--- config.mk ---
export PLATFORM = sky130hd
export DESIGN_NAME = obj_dma_arbiter
export DESIGN_NICKNAME = d
export VERILOG_FILES = /design/src/rtl/obj_dma_arbiter.sv
export SDC_FILE = /design/constraint.sdc
export NUM_CORES = 1
export LEC_CHECK = 0
export CAP_MARGIN = 10
export CORE_MARGIN = 4
export CORE_UTILIZATION = 43
export CTS_BUF_LIST = sky130_fd_sc_hd__clkbuf_16
export CTS_CLUSTER_SIZE = 30
export DETAILED_ROUTE_END_ITERATION = 6
export PLACE_DENSITY = 0.79
export SYNTH_ARGS = -nofsm -noshare
export SYNTH_HDL_FRONTEND = slang
export SYNTH_SLANG_ARGS = --single-unit
export TNS_END_PERCENT = 5
--- constraint.sdc ---
create_clock -name clk_sys -period 1.9 [get_ports clk_sys]
set_input_delay 0.38 -clock clk_sys [delete_from_list [all_inputs] [get_ports clk_sys]]
set_output_delay 0.38 -clock clk_sys [all_outputs]
set_load 0.01 [all_outputs]
--- src/rtl/obj_dma_arbiter.sv ---
// Sprite DMA arbiter: freezes the 6502 by gating its clock enable, then copies LEN bytes of object RAM
// into the object store. Define OBJ_DMA_VBLANK_TRIG_EN to also start a burst on each rising edge of vblk.
module obj_dma_arbiter #(
    parameter logic [15:0] SRC_BASE  = 16'h0600,
    parameter int          LEN       = 256,
    parameter logic [15:0] TRIG_ADDR = 16'h2000,
    parameter int          RD_LAT    = 1
) (
    input  logic        clk_sys,
    input  logic        reset_n,
    input  logic        cen,
    input  logic [15:0] cpu_ab,
    input  logic        cpu_rw,
    input  logic        vblk,
    input  logic [7:0]  mem_din,
    output logic        cpu_cen,
    output logic [15:0] bus_ab,
    output logic        bus_rw,
    output logic        obj_we,
    output logic [7:0]  obj_addr,
    output logic [7:0]  obj_data,
    output logic        dma_busy,
    output logic        dma_done
);

    typedef enum logic [1:0] {ST_IDLE, ST_XFER, ST_DRAIN, ST_DONE} state_t;

    localparam logic [7:0]  IDX_LAST   = 8'(LEN - 1);
    localparam logic [15:0] LAST_AB    = 16'(SRC_BASE + LEN - 1);
    localparam logic [1:0]  DRAIN_LAST = 2'(RD_LAT - 1);

    state_t            state;
    logic [7:0]        idx;
    logic [1:0]        drain_cnt;
    logic [RD_LAT-1:0] v_pipe;
    logic [7:0]        i_pipe [RD_LAT];
    logic              trig;
    logic              start;
    logic              last_in;

    assign trig = cen & ~cpu_rw & (cpu_ab == TRIG_ADDR);

`ifdef OBJ_DMA_VBLANK_TRIG_EN
    logic vblk_q;

    always_ff @(posedge clk_sys or negedge reset_n) begin
        if (!reset_n) vblk_q <= 1'b0;
        else          vblk_q <= vblk;
    end

    // A vblank edge and a CPU trigger in the same cycle merge into one start.
    assign start = trig | (vblk & ~vblk_q);
`else
    logic unused_vblk;
    assign unused_vblk = vblk;
    assign start       = trig;
`endif

    // NOTE: sequential state is updated with non-blocking assignments so every flop samples pre-edge values.
    always_ff @(posedge clk_sys or negedge reset_n) begin
        if (!reset_n) begin
            state     <= ST_IDLE;
            idx       <= 8'd0;
            drain_cnt <= 2'd0;
            dma_busy  <= 1'b0;
            dma_done  <= 1'b0;
        end else begin
            dma_done <= 1'b0;
            case (state)
                ST_IDLE: begin
                    if (start) begin
                        state    <= ST_XFER;
                        idx      <= 8'd0;
                        dma_busy <= 1'b1;
                    end
                end
                ST_XFER: begin
                    // With LEN=256 this increment wraps 255->0 exactly on the move to DRAIN.
                    idx <= idx + 8'd1;
                    if (idx == IDX_LAST) begin
                        state     <= ST_DRAIN;
                        drain_cnt <= 2'd0;
                    end
                end
                ST_DRAIN: begin
                    if (drain_cnt == DRAIN_LAST) begin
                        state    <= ST_DONE;
                        dma_busy <= 1'b0;
                        dma_done <= 1'b1;
                    end else begin
                        drain_cnt <= drain_cnt + 2'd1;
                    end
                end
                ST_DONE:  state <= ST_IDLE;
                default:  state <= ST_IDLE;
            endcase
        end
    end

    // mem_din is sampled on the edge that loads the last pipeline stage, so data for an
    // address issued in cycle C is taken at the end of cycle C+RD_LAT-1.
    generate
        if (RD_LAT == 1) begin : g_lat1
            assign last_in = (state == ST_XFER);
        end else begin : g_latn
            assign last_in = v_pipe[RD_LAT-2];
        end
    endgenerate

    // NOTE: the read pipeline is a handful of flops, so it is reset; an abort must not leave a pending write.
    always_ff @(posedge clk_sys or negedge reset_n) begin
        if (!reset_n) begin
            v_pipe   <= '0;
            obj_data <= 8'd0;
            for (int k = 0; k < RD_LAT; k++) i_pipe[k] <= 8'd0;
        end else begin
            v_pipe[0] <= (state == ST_XFER);
            i_pipe[0] <= idx;
            for (int k = 1; k < RD_LAT; k++) begin
                v_pipe[k] <= v_pipe[k-1];
                i_pipe[k] <= i_pipe[k-1];
            end
            if (last_in) obj_data <= mem_din;
        end
    end

    assign obj_we   = v_pipe[RD_LAT-1];
    assign obj_addr = i_pipe[RD_LAT-1];

    // NOTE: every output gets a default before the case so no latch is inferred.
    always_comb begin
        cpu_cen = cen;
        bus_ab  = cpu_ab;
        bus_rw  = cpu_rw;
        case (state)
            ST_XFER: begin
                cpu_cen = 1'b0;
                bus_ab  = SRC_BASE + {8'h00, idx};
                bus_rw  = 1'b1;
            end
            ST_DRAIN: begin
                cpu_cen = 1'b0;
                bus_ab  = LAST_AB;
                bus_rw  = 1'b1;
            end
            default: ;
        endcase
    end

endmodule

# Word-level counts from Yosys, hierarchy flattened
# Index checks and enable logic that the tools add are counted.
[totals]
reg_bits = 31
input_bits = 29
word_cells = 50
[op_classes]
addsub = 3
eq_ne = 9
muxes = 17
n_bitwise = 3
reduce_logical = 10
[op_table]
columns = ["operator", "count"]
rows = [
  ["one-hot mux 16 bit (2 select lines)", 1],
  ["== test 16 x 14 -> 1 bit, second input constant", 1],
  ["one-hot mux 8 bit (2 select lines)", 1],
  ["adder 11 x 8 -> 12 bit, first input constant", 1],
  ["2-to-1 mux 2 bit", 5],
  ["AND reduction 3 bit", 3],
  ["adder 8 x 1 -> 8 bit, second input constant", 1],
  ["== test 8 bit, second input constant", 1],
  ["2-to-1 mux 8 bit", 1],
  ["one-hot mux 2 bit (4 select lines)", 1],
  ["2-to-1 mux 1 bit", 6],
  ["inequality test 2 bit, second input constant", 3],
  ["nonzero test 2 bit", 3],
  ["== test 2 bit, second input constant", 2],
  ["logical NOT 2 bit", 2],
  ["one-hot mux 2 bit (2 select lines)", 1],
  ["adder 2 x 1 -> 2 bit, second input constant", 1],
  ["bitwise AND 1 bit", 2],
  ["== test 2 x 1 -> 1 bit, second input constant", 1],
  ["inequality test 2 x 1 -> 1 bit, second input constant", 1],
  ["one-hot mux 1 bit (2 select lines)", 1],
  ["AND reduction 2 bit", 1],
  ["OR reduction 2 bit", 1],
  ["inverter 1 bit", 1],
]

# Logic depth before layout (Yosys ltp)
[logic_depth]
ltp_word = 5
depth_mapped = 8
ltp_nobuf = 6

# Worst setup path before layout
# Ideal clock, no wire load.
[synth_path]
kind = "register to output"
start = "register state[1]"
end = "output bus_ab[2]"
arrival_ns = 1.530
t_required_ns = 1.520
setup_slack_ns = -0.010
path_stages_with_launch = 8
path_buffers = 3
cell_sequence = "dfrtp_1 -> inv_1 -> ha_1 -> buf_2 -> buf_2 -> clkbuf_1 -> a21oi_1 -> a21oi_1"
[synth_via]
elab_chain_len = 2
elab_cells_between_ends = 3
cone_classes = "2 x eq/ne; 1 x mux"
[synth_lines]
columns = ["item", "line", "source"]
rows = [
  ["start: declaration", "32", "state_t state;"],
  ["start signal: assignment", "62", "state <= ST_IDLE;"],
  ["start signal: assignment", "72", "state <= ST_XFER;"],
  ["start signal: assignment", "81", "state <= ST_DRAIN;"],
  ["== test 2 x 1 -> 1 bit", "-", ""],
  ["via last_in", "39", "logic last_in;"],
  ["one-hot mux 16 bit (2 select lines)", "135", "case (state)"],
  ["end: declaration", "17", "output logic [15:0] bus_ab,"],
]
# The timed path passes the listed nets, and every way through them passes these cells.

# Worst setup path in the final report
[layout_path]
start = "input cpu_ab[0]"
end = "register idx[2]"
[layout_via]
elab_chain_len = 4
[layout_lines]
columns = ["item", "line", "source"]
rows = [
  ["start: declaration", "12", "input logic [15:0] cpu_ab,"],
  ["== test 16 x 14 -> 1 bit", "41", "assign trig = cen & ~cpu_rw & (cpu_ab == TRIG_ADDR);"],
  ["bitwise AND 1 bit", "41", ""],
  ["inequality test 2 bit (no line)", "-", ""],
  ["AND reduction 2 bit (no line)", "-", ""],
  ["end signal: assignment", "79", "idx <= idx + 8'd1;"],
  ["end: declaration", "33", "logic [7:0] idx;"],
]
# No other way between the ends.
# A chain may end at the register's enable or synchronous reset.

==> reports/metrics.sh <==
STATUS='complete, but fails checks'
VIOLATED_CHECKS='setup timing'
SYNTH.NET_COUNT=202
INITIAL_CORE_UTIL_PCT=45.1
NETLIST-CELL-TYPE-COUNT=44
SYNTH_COMPOUND_AREA_SHARE_PCT=16.0
RSZ0062_AT_GRT='true'
REMAINING_DRC_ERRORS=0
SYNTH_WARN=0
CTS.SINK_COUNT=31
TIMING.CRITICAL_PATH.ARRIVAL_NS=2.06
SLEW_HEADROOM_PCT=74.3
CP_CELL_SEQUENCE='clkdlybuf4s50_1, nor4_4, nand3_2, buf_4, o21ai_4, o21ai_4, a221o_1'
TRITONCTS.NUM_BUFFERS=5
SYNTH_ASYNC_SR_FLOP_SHARE_PCT=100
HTREE_LEVELS=2
LAYOUT-DRIVE-GT1-SHARE_PCT=32.7
SETUP_SLACK_NS=-0.0112
GR-TOTAL-OVERFLOW=0
VIAS_PER_CELL=5.20
POST_DP_CELL_AREA_MM2=0.00247
VIA_COUNT=1555
CPMAXSTAGEDELAYCELL='sky130_fd_sc_hd__clkdlybuf4s50_1'
YOSYS.CELL_COUNT.TOP_TYPE='sky130_fd_sc_hd__dfrtp_1'
AREA_GROWTH_SYN_TO_LAYOUT_PCT=63.7
CAP_VIOLATIONS=0
POSTCTSHOLDBUFS=0
YOSYS-TOP-CELLS-COUNT='sky130_fd_sc_hd__dfrtp_1 (31), sky130_fd_sc_hd__nor2_1 (17), sky130_fd_sc_hd__a21oi_1 (16), sky130_fd_sc_hd__nand2_1 (11), sky130_fd_sc_hd__nor2b_1 (9)'
CLOCKBUFFERDEPTH=2
GRT_FIRST_PASS_WIRELENGTH_MM=7.22
HPWL_MM=2.98
SYNTH_XOR_XNOR_AREA_SHARE_PCT=0
WORST-ENDPOINT-REQUIRED_NS=2.05
CRITICAL_PATH.MOST_COMMON_CELL='sky130_fd_sc_hd__o21ai_4'
ROW_COUNT=22
DETAIL_ROUTE.ITER0.VIOLATIONS=118
R2R_SETUP_SLACK_NS=0
CORE_AREA_MM2=0.00369
MAPPED_CELLS=168
LARGEST_FAMILY_OF_LOGIC_CELLS_BY_SYNTHESIZED_AREA='simple AND/OR/NAND/NOR gates'
GRT_START_MAX_NET_PINS=32
POWER_DENSITY_mW_PER_MM2=611
TIMING_WORST_SETUP_PATH_TYPE='primary input to flop'
DIE_HEIGHT_UM=70.2
MAX_SLEW.WORST_PIN.SLEW_NS=0.386
ROUTABILITYCONGESTION=0.865
AVGROUTEDWIREPERCELL_UM=14.6
SYNTH.FF_LATCH_COUNT=31
HOLD_PATH_CLASS='flop to flop'
MIN_DELAY_WORST_ENDPOINT='obj_addr[5]'
HOLD_VIOL_FINAL=0
NUMPORTBUFFERS=64
ROUTE.ANTENNA.REMAINING_NETS=0
ANTENNA_FIX_CELLS=0
CP_SLOWEST_STAGE_DELAY_NS=0.46
SYNTH_LARGEST_TYPE_AREA_FRACTION_PCT=46.6
FINAL_MAX_SLEW_VIOL_COUNT=0
DP_WORST_SETUP_SLACK_NS=-0.281
SYNTH-MAIN-FF-CELL='sky130_fd_sc_hd__dfrtp_1'
DESIGN_AREA_MM2=0.00273
WORST_HOLD_STARTPOINT='idx[5]'
WORST_CLOCK_SKEW_NS=0.00405
WORST_R2R_PATH_DEPTH=8
MAX_CLOCK_FREQ_MHz=523
TRITONCTS='done'
YOSYSSEQAREASHARE_PCT=46.6
DESIGN.DIE.AREA_MM2=0.00493
SYNTH.LARGEST_AREA_CELL='sky130_fd_sc_hd__dfrtp_1'
MUXSHAREOFSYNTHAREA_PCT=7.29
TRACK_USAGE_PCT=18.2
P_LEAK_nW=1.17
WORST_SETUP_HOLD_PATH_CLK_SLEW_NS=0.05
ROOT_BUFFER='sky130_fd_sc_hd__clkbuf_16'
REGTOREGSTARTPOINT='state[0]'
ROUTED_WL_MM=4.36
NUM-NETS-FINAL=284
HOLD_PATH_DEPTH=0
SYN_AREA_MM2=0.00167
CRITICAL_PATH.REG2REG.ENDPOINT='state[1]'
SYNTH_ADDER_AREA_SHARE_PCT=3.76
GRT_PASS1_VIAS=1525
REPORT.POWER.TOTAL_mW=1.67
GRT_ANTENNA_BEFORE_REPAIR=0
PATH_MAX_FANOUT=5
SYNTHESIS.AREA_PER_INSTANCE_UM2=9.91
CLK-INSERTION-DELAY-LATE_NS=0.27
SYNTH-SIMPLE-AREA-SHARE_PCT=22.2
DR.PASS1.ITERS=4
SETUP_VIOL=2
POST_SYNTH_MAIN_AREA_CONTRIBUTORS='sky130_fd_sc_hd__dfrtp_1 (47%), sky130_fd_sc_hd__mux2_2 (5.4%), sky130_fd_sc_hd__a21oi_1 (4.8%), sky130_fd_sc_hd__nor2_1 (3.8%), sky130_fd_sc_hd__ha_1 (3.8%)'
CHIPWIDTH_UM=70.2
MIN_TCLK_POST_ROUTE_NS=1.91
FIN_CRIT_SH_PCT=101
SYNTH-EDFF-COUNT=0
IO-PIN-COUNT=66
WORSTSETUPENDPOINTTYPE='flop'
WORSTSETUPSTARTPOINTTYPE='primary input'
VDD.IR_DROP.WORST_V=0.000498
[layer usage]
layer  GRT usage, %  up-vias  wire length, um
met1           22.0      717             1790
met3           6.62        8              422
met4           6.38        0              102
met2           29.8       74             2050
met5              0        -                0
li1               -      756                -
[registers in the layout, summed over array words and instances (netlist names)]
signal and cells:
obj_we 1, dma_done 1, drain_cnt 2, state 2, dma_busy 1, obj_data 8
idx 8, obj_addr 8
[worst max-delay path: cells and delay by family]
| kind | cells | cell delay [ns] |
|---|---|---|
| AOI/OAI and AO/OA | 3 | 0.59 |
| and+or+nand+nor | 2 | 0.47 |
| buffers and inverters | 2 | 0.62 |
[metrics by stage]
step	TNS, ns	hold slack [ns]	instances	util, %
after floorplan	0	0.0844	168	-
after global placement	-3.20	0.406	287	66.9
after detailed placement	-4.07	0.417	287	66.9
after CTS	-0.155	0.427	297	71.9
after global routing	-0.648	0.440	299	73.9
final	-0.0186	0.428	299	73.9
[report_power, final]
group / leakage [nW] / total [mW] / internal [mW] / switching [mW]
sequential: 0.359 / 0.674 / 0.670 / 0.00414
combinational: 0.725 / 0.115 / 0.0754 / 0.0395
clock: 0.0812 / 0.876 / 0.610 / 0.267
[how the worst max path moves through the flow]
stage / start / endpoint / slack, ns / cells past startpoint
finish: cpu_ab[0] / idx[2] / -0.01 / 7
global route: state[0] / bus_ab[5] / -0.08 / 6
CTS: state[1] / bus_ab[9] / -0.05 / 5
detailed placement: cpu_ab[0] / idx[6] / -0.28 / 7
global placement: cpu_ab[0] / state[1] / -0.22 / 6
floorplan: state[0] / bus_ab[2] / 0.04 / 6
[layout make-up]
type                       instances  area [um2]
timing repair buffer              86         788
sequential                        31         776
clock inverter                     3        38.8
inverter                           6        22.5
tap                               48        60.1
clock buffer                       5         125
fill                             267         962
multi-input combinational        120         916
[placed cells by master (no fill, tap or decap), types with 2 or more instances in the layout]
master	instances
sky130_fd_sc_hd__nor2_1	13
sky130_fd_sc_hd__a22o_1	3
sky130_fd_sc_hd__inv_2	2
sky130_fd_sc_hd__inv_1	4
sky130_fd_sc_hd__clkbuf_16	6
sky130_fd_sc_hd__clkdlybuf4s50_1	46
sky130_fd_sc_hd__a21oi_2	2
sky130_fd_sc_hd__a21o_1	2
sky130_fd_sc_hd__nand3_1	6
sky130_fd_sc_hd__buf_4	18
sky130_fd_sc_hd__a21oi_1	12
sky130_fd_sc_hd__and3_1	2
sky130_fd_sc_hd__nor2b_1	9
sky130_fd_sc_hd__nor2_2	5
sky130_fd_sc_hd__buf_6	4
sky130_fd_sc_hd__buf_2	8
sky130_fd_sc_hd__or2_4	3
sky130_fd_sc_hd__ha_1	2
sky130_fd_sc_hd__clkbuf_2	7
sky130_fd_sc_hd__mux2_2	8
sky130_fd_sc_hd__nand2_1	11
sky130_fd_sc_hd__ha_4	2
sky130_fd_sc_hd__o21ai_4	2
sky130_fd_sc_hd__mux2i_1	2
sky130_fd_sc_hd__nor3_1	2
sky130_fd_sc_hd__a211o_1	2
sky130_fd_sc_hd__o21ai_0	4
sky130_fd_sc_hd__dfrtp_1	31
sky130_fd_sc_hd__nand2b_1	2
sky130_fd_sc_hd__a21oi_4	2
sky130_fd_sc_hd__and2_1	2
[cells by family after synthesis]
logic type      count (synthesis)
simple gates                   65
compound gates                 39
flops                          31
buf+inv                        17
mux                            11
fa+ha+maj                       5
[repair_timing]
item,in CTS,in global routing
setup endpoints to repair,21,23
setup buffers,1,1
pin swaps,1,5
gates resized for setup,62,31
cloned,1,1
No activity file was read; power rests on OpenSTA's default activity.
